## config.mk

```make
export PLATFORM = sky130hd
export DESIGN_NAME = arb_grant_pipe
export DESIGN_NICKNAME = d
export VERILOG_FILES = /design/src/rtl/arb_grant_pipe.sv
export SDC_FILE = /design/constraint.sdc
export NUM_CORES = 1
export LEC_CHECK = 0
export ABC_AREA = 1
export BUFFER_PORTS_ARGS = -buffer_cell sky130_fd_sc_hd__buf_2
export CORE_AREA = 5 5 221 223
export CTS_CLUSTER_SIZE = 10
export DETAILED_ROUTE_END_ITERATION = 6
export DIE_AREA = 0 0 226 228
export SLEW_MARGIN = 20
export SYNTH_ARGS = -nofsm -noshare
export SYNTH_HDL_FRONTEND = slang
export SYNTH_SLANG_ARGS = --single-unit
```

## constraint.sdc

```tcl
create_clock -name clock -period 2.5 [get_ports clock]
set_clock_uncertainty 0.1 [all_clocks]
set_input_delay 0.125 -clock clock [delete_from_list [all_inputs] [get_ports clock]]
set_output_delay 0.125 -clock clock [all_outputs]
set_load 0.05 [all_outputs]
```

## src/rtl/arb_grant_pipe.sv

```systemverilog
// Grant capture pipe: encodes a one-hot arbiter grant, buffers {client, payload}
// in a 2-entry FIFO and back-pressures the arbiter with a registered stall.
module arb_grant_pipe #(
    parameter int CLIENTS = 32,
    parameter int DATA_W  = 16,
    localparam int IDX_W  = $clog2(CLIENTS)
) (
    input  logic                       clock,
    input  logic                       reset,
    input  logic [CLIENTS-1:0]         grant,
    input  logic [CLIENTS*DATA_W-1:0]  req_data,
    input  logic                       out_ready,
    output logic                       out_valid,
    output logic [IDX_W-1:0]           out_client,
    output logic [DATA_W-1:0]          out_data,
    output logic                       stall,
    output logic                       onehot_err,
    output logic [7:0]                 drop_count
);

    logic [IDX_W-1:0]  mem_client [2];
    logic [DATA_W-1:0] mem_data   [2];
    logic              rd_ptr;
    logic              wr_ptr;
    logic [1:0]        count;
    logic [1:0]        count_nxt;
    logic [IDX_W-1:0]  enc;
    logic              onehot;
    logic              multi;
    logic              push;
    logic              pop;

    always_comb begin
        enc = '0;
        for (int i = 0; i < CLIENTS; i++) begin
            if (grant[i]) enc = enc | IDX_W'(i);
        end
    end

    // x & (x-1) clears the lowest set bit; zero result means at most one bit set
    assign onehot = (grant != '0) && ((grant & (grant - CLIENTS'(1))) == '0);
    assign multi  = (grant != '0) && !onehot;
    assign push   = onehot && !stall;
    assign pop    = out_valid && out_ready;

    always_comb begin
        count_nxt = count;
        unique case ({push, pop})
            2'b10:   count_nxt = count + 2'd1;
            2'b01:   count_nxt = count - 2'd1;
            default: count_nxt = count;
        endcase
    end

    always_ff @(posedge clock or posedge reset) begin
        if (reset) begin
            mem_client[0] <= '0;
            mem_client[1] <= '0;
            mem_data[0]   <= '0;
            mem_data[1]   <= '0;
            rd_ptr        <= 1'b0;
            wr_ptr        <= 1'b0;
            count         <= 2'd0;
            stall         <= 1'b0;
            onehot_err    <= 1'b0;
            drop_count    <= 8'd0;
        end else begin
            if (push) begin
                mem_client[wr_ptr] <= enc;
                mem_data[wr_ptr]   <= req_data[enc*DATA_W +: DATA_W];
                wr_ptr             <= ~wr_ptr;
            end
            if (pop) rd_ptr <= ~rd_ptr;
            count      <= count_nxt;
            stall      <= (count_nxt == 2'd2);
            onehot_err <= multi && !stall;
            if (multi && !stall && drop_count != 8'hFF)
                drop_count <= drop_count + 8'd1;
        end
    end

    assign out_valid  = (count != 2'd0);
    assign out_client = out_valid ? mem_client[rd_ptr] : '0;
    assign out_data   = out_valid ? mem_data[rd_ptr] : '0;

endmodule

```

==> results.cfg <==
[run_status]
outcome = finished, final reports clean

[synth]
avgSynthCellArea_sq_um = 4.98
synth-seq-cells = 56
synth-seq-area-share = 0.143
synth_cell_types = 27
ys_warn_count = 0
syn_inst = 1962
synth.net_count = 2511
synth.cell_area_sq_mm = 0.00977

[clock_tree]
ctsRootBufferMaster = clkbuf_16
clk_path_buf_depth = 2
cts_tree = built
post_cts_buffers = 0
cts.clk_slew.worst_paths_ns = 0.08
clock_sinks = 56
cts-buffers-inserted = 5
clock_latency_ns = 0.31
htree_levels = 2

[sta]
slew_viol_final = 0
setup_viol = 0
post-route-period-util = 0.881
fin_crit_ns = 2.20
fmax_mhz = 454
hold-worst-slack_ns = 0.132
worst_slew_pin_slew_ns = 0.761
final_hold_viol_count = 0
rsz0062_at_grt = false
maxSlewHeadroom = 0.493

[pwr]
p_seq_frac = 0.288
power_frac_clock = 0.225
p_comb_frac = 0.487
p_sw_frac = 0.424
p_switching_mw = 1.60
p_per_area_mw_per_mm2 = 271
leakage_nw = 8.06
ir_drop_mv = 0.321
p_int_mw = 2.17

[placement]
io_buffers = 578
dp_hpwl_um = 46500
gp_congestion = 0.929
placed_area_sq_mm = 0.0137

[final_layout]
ff_latch_area_sq_mm = 0.00140
fill_cells = 5436
area_growth_pct = 41.8
nets = 3029
multi_input_area_sq_mm = 0.00743
drive_above_1_share = 0.285
fin_area_sq_mm = 0.0139

[grt]
antenna_found_initial = 9
grt_max_degree = 107
grt_pass1_wl_um = 82800
grtUsageTotal = 0.205
grt_pass1_vias = 13905
grt_overflow = 0

[floorplanning]
die_h_um = 228
ios = 579
rows = 79
core_sq_mm = 0.0464
initial_core_util = 0.211
die-area_sq_mm = 0.0515
chipWidth_um = 226

[critical_path]
critPathMaxFanout = 106
cp.arrival_ns = 2.30
r2r_cells = 10
worst-setup-path-type = input pin to flip-flop
crit_top_cell = nand2_1
critPathRequiredTime_ns = 2.60
rr_endpoint = stall
slowest_stage = nor2_4
rr_startpoint = stall
critPathLaunchType = input pin
max_stage_delay_ns = 0.29
path_cells = buf_2, nor2_1, nand2_1, nor2_4, nand2_4, buf_12, buf_4, nand2_1, nand2_1, nand2_1, nand3_1, nand3_1, nand2_1, nand2_1, nand2_1, nand2_1, nand2_1
rrSetupSlack_ns = 0.75
endpoint_kind = flip-flop

[min_path]
hold-path-cell-count = 4
worstHoldEndpoint = rd_ptr
hp-class = input pin to flip-flop
hp-start = out_ready

[detailed_routing]
drt_pass1_iterations = 6
drc = 0
vias = 14606
post_drt_wl_per_cell_um = 18.4
routed_via_density = 4.72
first_iter_violations = 859
wirelength_um = 57000
ant_nets = 0

[flow_run]
maxCapViolCount = 0
## layout make-up
type | instances | share of cell area
Antenna cell | 4 | 0.000722
Multi-Input combinational cell | 1681 | 0.536
Timing Repair Buffer | 659 | 0.274
Sequential cell | 56 | 0.101
Clock buffer | 5 | 0.00903
Inverter | 77 | 0.0210
Tap cell | 607 | 0.0548
Clock inverter | 3 | 0.00334
## Yosys cell counts
| master | n | area share |
|---|---|---|
| nand3_4 | 1 | 0.0018 |
| ha_1 | 2 | 0.0026 |
| nor2_1 | 69 | 0.027 |
| nand3_1 | 462 | 0.24 |
| nor2_8 | 3 | 0.0061 |
| buf_1 | 20 | 0.0077 |
| nand3b_1 | 50 | 0.038 |
| clkbuf_1 | 38 | 0.015 |
| o21ai_1 | 7 | 0.0036 |
| clkinv_1 | 1 | 0.00038 |
| nor2_4 | 4 | 0.0046 |
| inv_2 | 3 | 0.0012 |
| nand2_1 | 999 | 0.38 |
| buf_8 | 2 | 0.0031 |
| nand2_4 | 1 | 0.0012 |
| nand2_2 | 9 | 0.0058 |
| dfrtp_1 | 56 | 0.14 |
| xor2_1 | 7 | 0.0063 |
| buf_2 | 88 | 0.045 |
| a21boi_0 | 1 | 0.00077 |
| xnor2_1 | 2 | 0.0018 |
| inv_1 | 73 | 0.028 |
| nor2_2 | 13 | 0.0083 |
| nor3_1 | 1 | 0.00051 |
| nand4_1 | 20 | 0.013 |
| o21ai_0 | 7 | 0.0036 |
| a21oi_1 | 23 | 0.012 |
## state kept, by name (all words and copies together) (netlist names)
signal / flops
count: 2
onehot_err: 1
mem_data: 32
drop_count: 8
wr_ptr: 1
mem_client: 10
stall: 1
rd_ptr: 1
## worst max path at each step
stage / from / to / slack (ns)
3_5_place_dp: grant[27] / mem_data[27] / 0.002
5_1_grt: grant[19] / stall / 0.05
6_report: grant[13] / mem_data[8] / 0.30
2_1_floorplan: stall / stall / 0.22
4_1_cts: grant[27] / mem_data[27] / 0.34
3_3_place_gp: grant[27] / mem_data[27] / -0.02
## power groups by stage
stage	Clock [mW]	Sequential, mW	Combinational [mW]
6_report	0.847	1.08	1.83
5_1_grt	0.886	1.10	2.01
4_1_cts	0.866	1.08	1.84
3_5_place_dp	0	1.10	1.84
3_3_place_gp	0	1.10	1.84
2_1_floorplan	0	1.30	0.768
## metrics by stage
| stage | power, mW | instances | TNS [ns] | utilization | setup slack [ns] |
|---|---|---|---|---|---|
| 3_5_place_dp | 2.93 | 3079 | 0 | 0.295 | 0.00185 |
| 2_1_floorplan | 2.06 | 1962 | 0 | - | 0.217 |
| 4_1_cts | 3.79 | 3088 | 0 | 0.299 | 0.343 |
| 3_3_place_gp | 2.94 | 3079 | -0.0251 | 0.295 | -0.0151 |
| 5_1_grt | 3.99 | 3091 | 0 | 0.299 | 0.0472 |
| 6_report | 3.76 | 3092 | 0 | 0.299 | 0.298 |
## kinds of logic after synthesis
logic type / synth area share
AO/OA/AOI/OAI: 0.0197
XOR/XNOR: 0.00807
adder cells (fa/ha/maj): 0.00256
buffers and inverters: 0.100
flip-flops: 0.143
AND/OR/NAND/NOR: 0.726
## critical path, delay by kind of cell
family	cells	cell delay (ns)
buf+inv	3	0.61
simple gates	14	1.41
## cell usage in the layout, fill, tap and decap left out
cell           synthesis  layout
a21boi_0               1       1
a21oi_1               23      23
buf_12                 0      23
buf_2                 88     578
buf_4                  0      57
bufinv_16              0       1
clkbuf_16              0       5
clkinv_1               1       1
clkinvlp_4             0       1
dfrtp_1               56      56
diode_2                0       4
dlygate4sd3_1          0       1
ha_1                   2       2
inv_1                 73      71
inv_2                  3       4
inv_4                  0       1
inv_6                  0       1
nand2_1              999     996
nand2_2                9      10
nand2_4                1       3
nand3_1              462     462
nand3_4                1       1
nand3b_1              50      50
nand4_1               20      20
nor2_1                69      66
nor2_2                13      13
nor2_4                 4       7
nor2_8                 3       3
nor3_1                 1       1
o21ai_0                7       7
o21ai_1                7       7
xnor2_1                2       2
xor2_1                 7       7
## what timing repair did
action	in CTS	in global routing
hold buffers	1	0
hold endpoints to repair	56	0
gates resized for setup	0	0
setup endpoints to repair	0	0
## routing by layer
| metal | part of all wire | wire, um | vias up | GRT usage |
|---|---|---|---|---|
| met5 | 0.00037 | 21 | - | 0 |
| met4 | 0.022 | 1260 | 4 | 0.0484 |
| met3 | 0.069 | 3930 | 62 | 0.0236 |
| met2 | 0.49 | 28200 | 644 | 0.367 |
| met1 | 0.41 | 23600 | 6582 | 0.262 |
| li1 | - | - | 7314 | - |
Note: power is estimated with default switching activity, not from simulation.
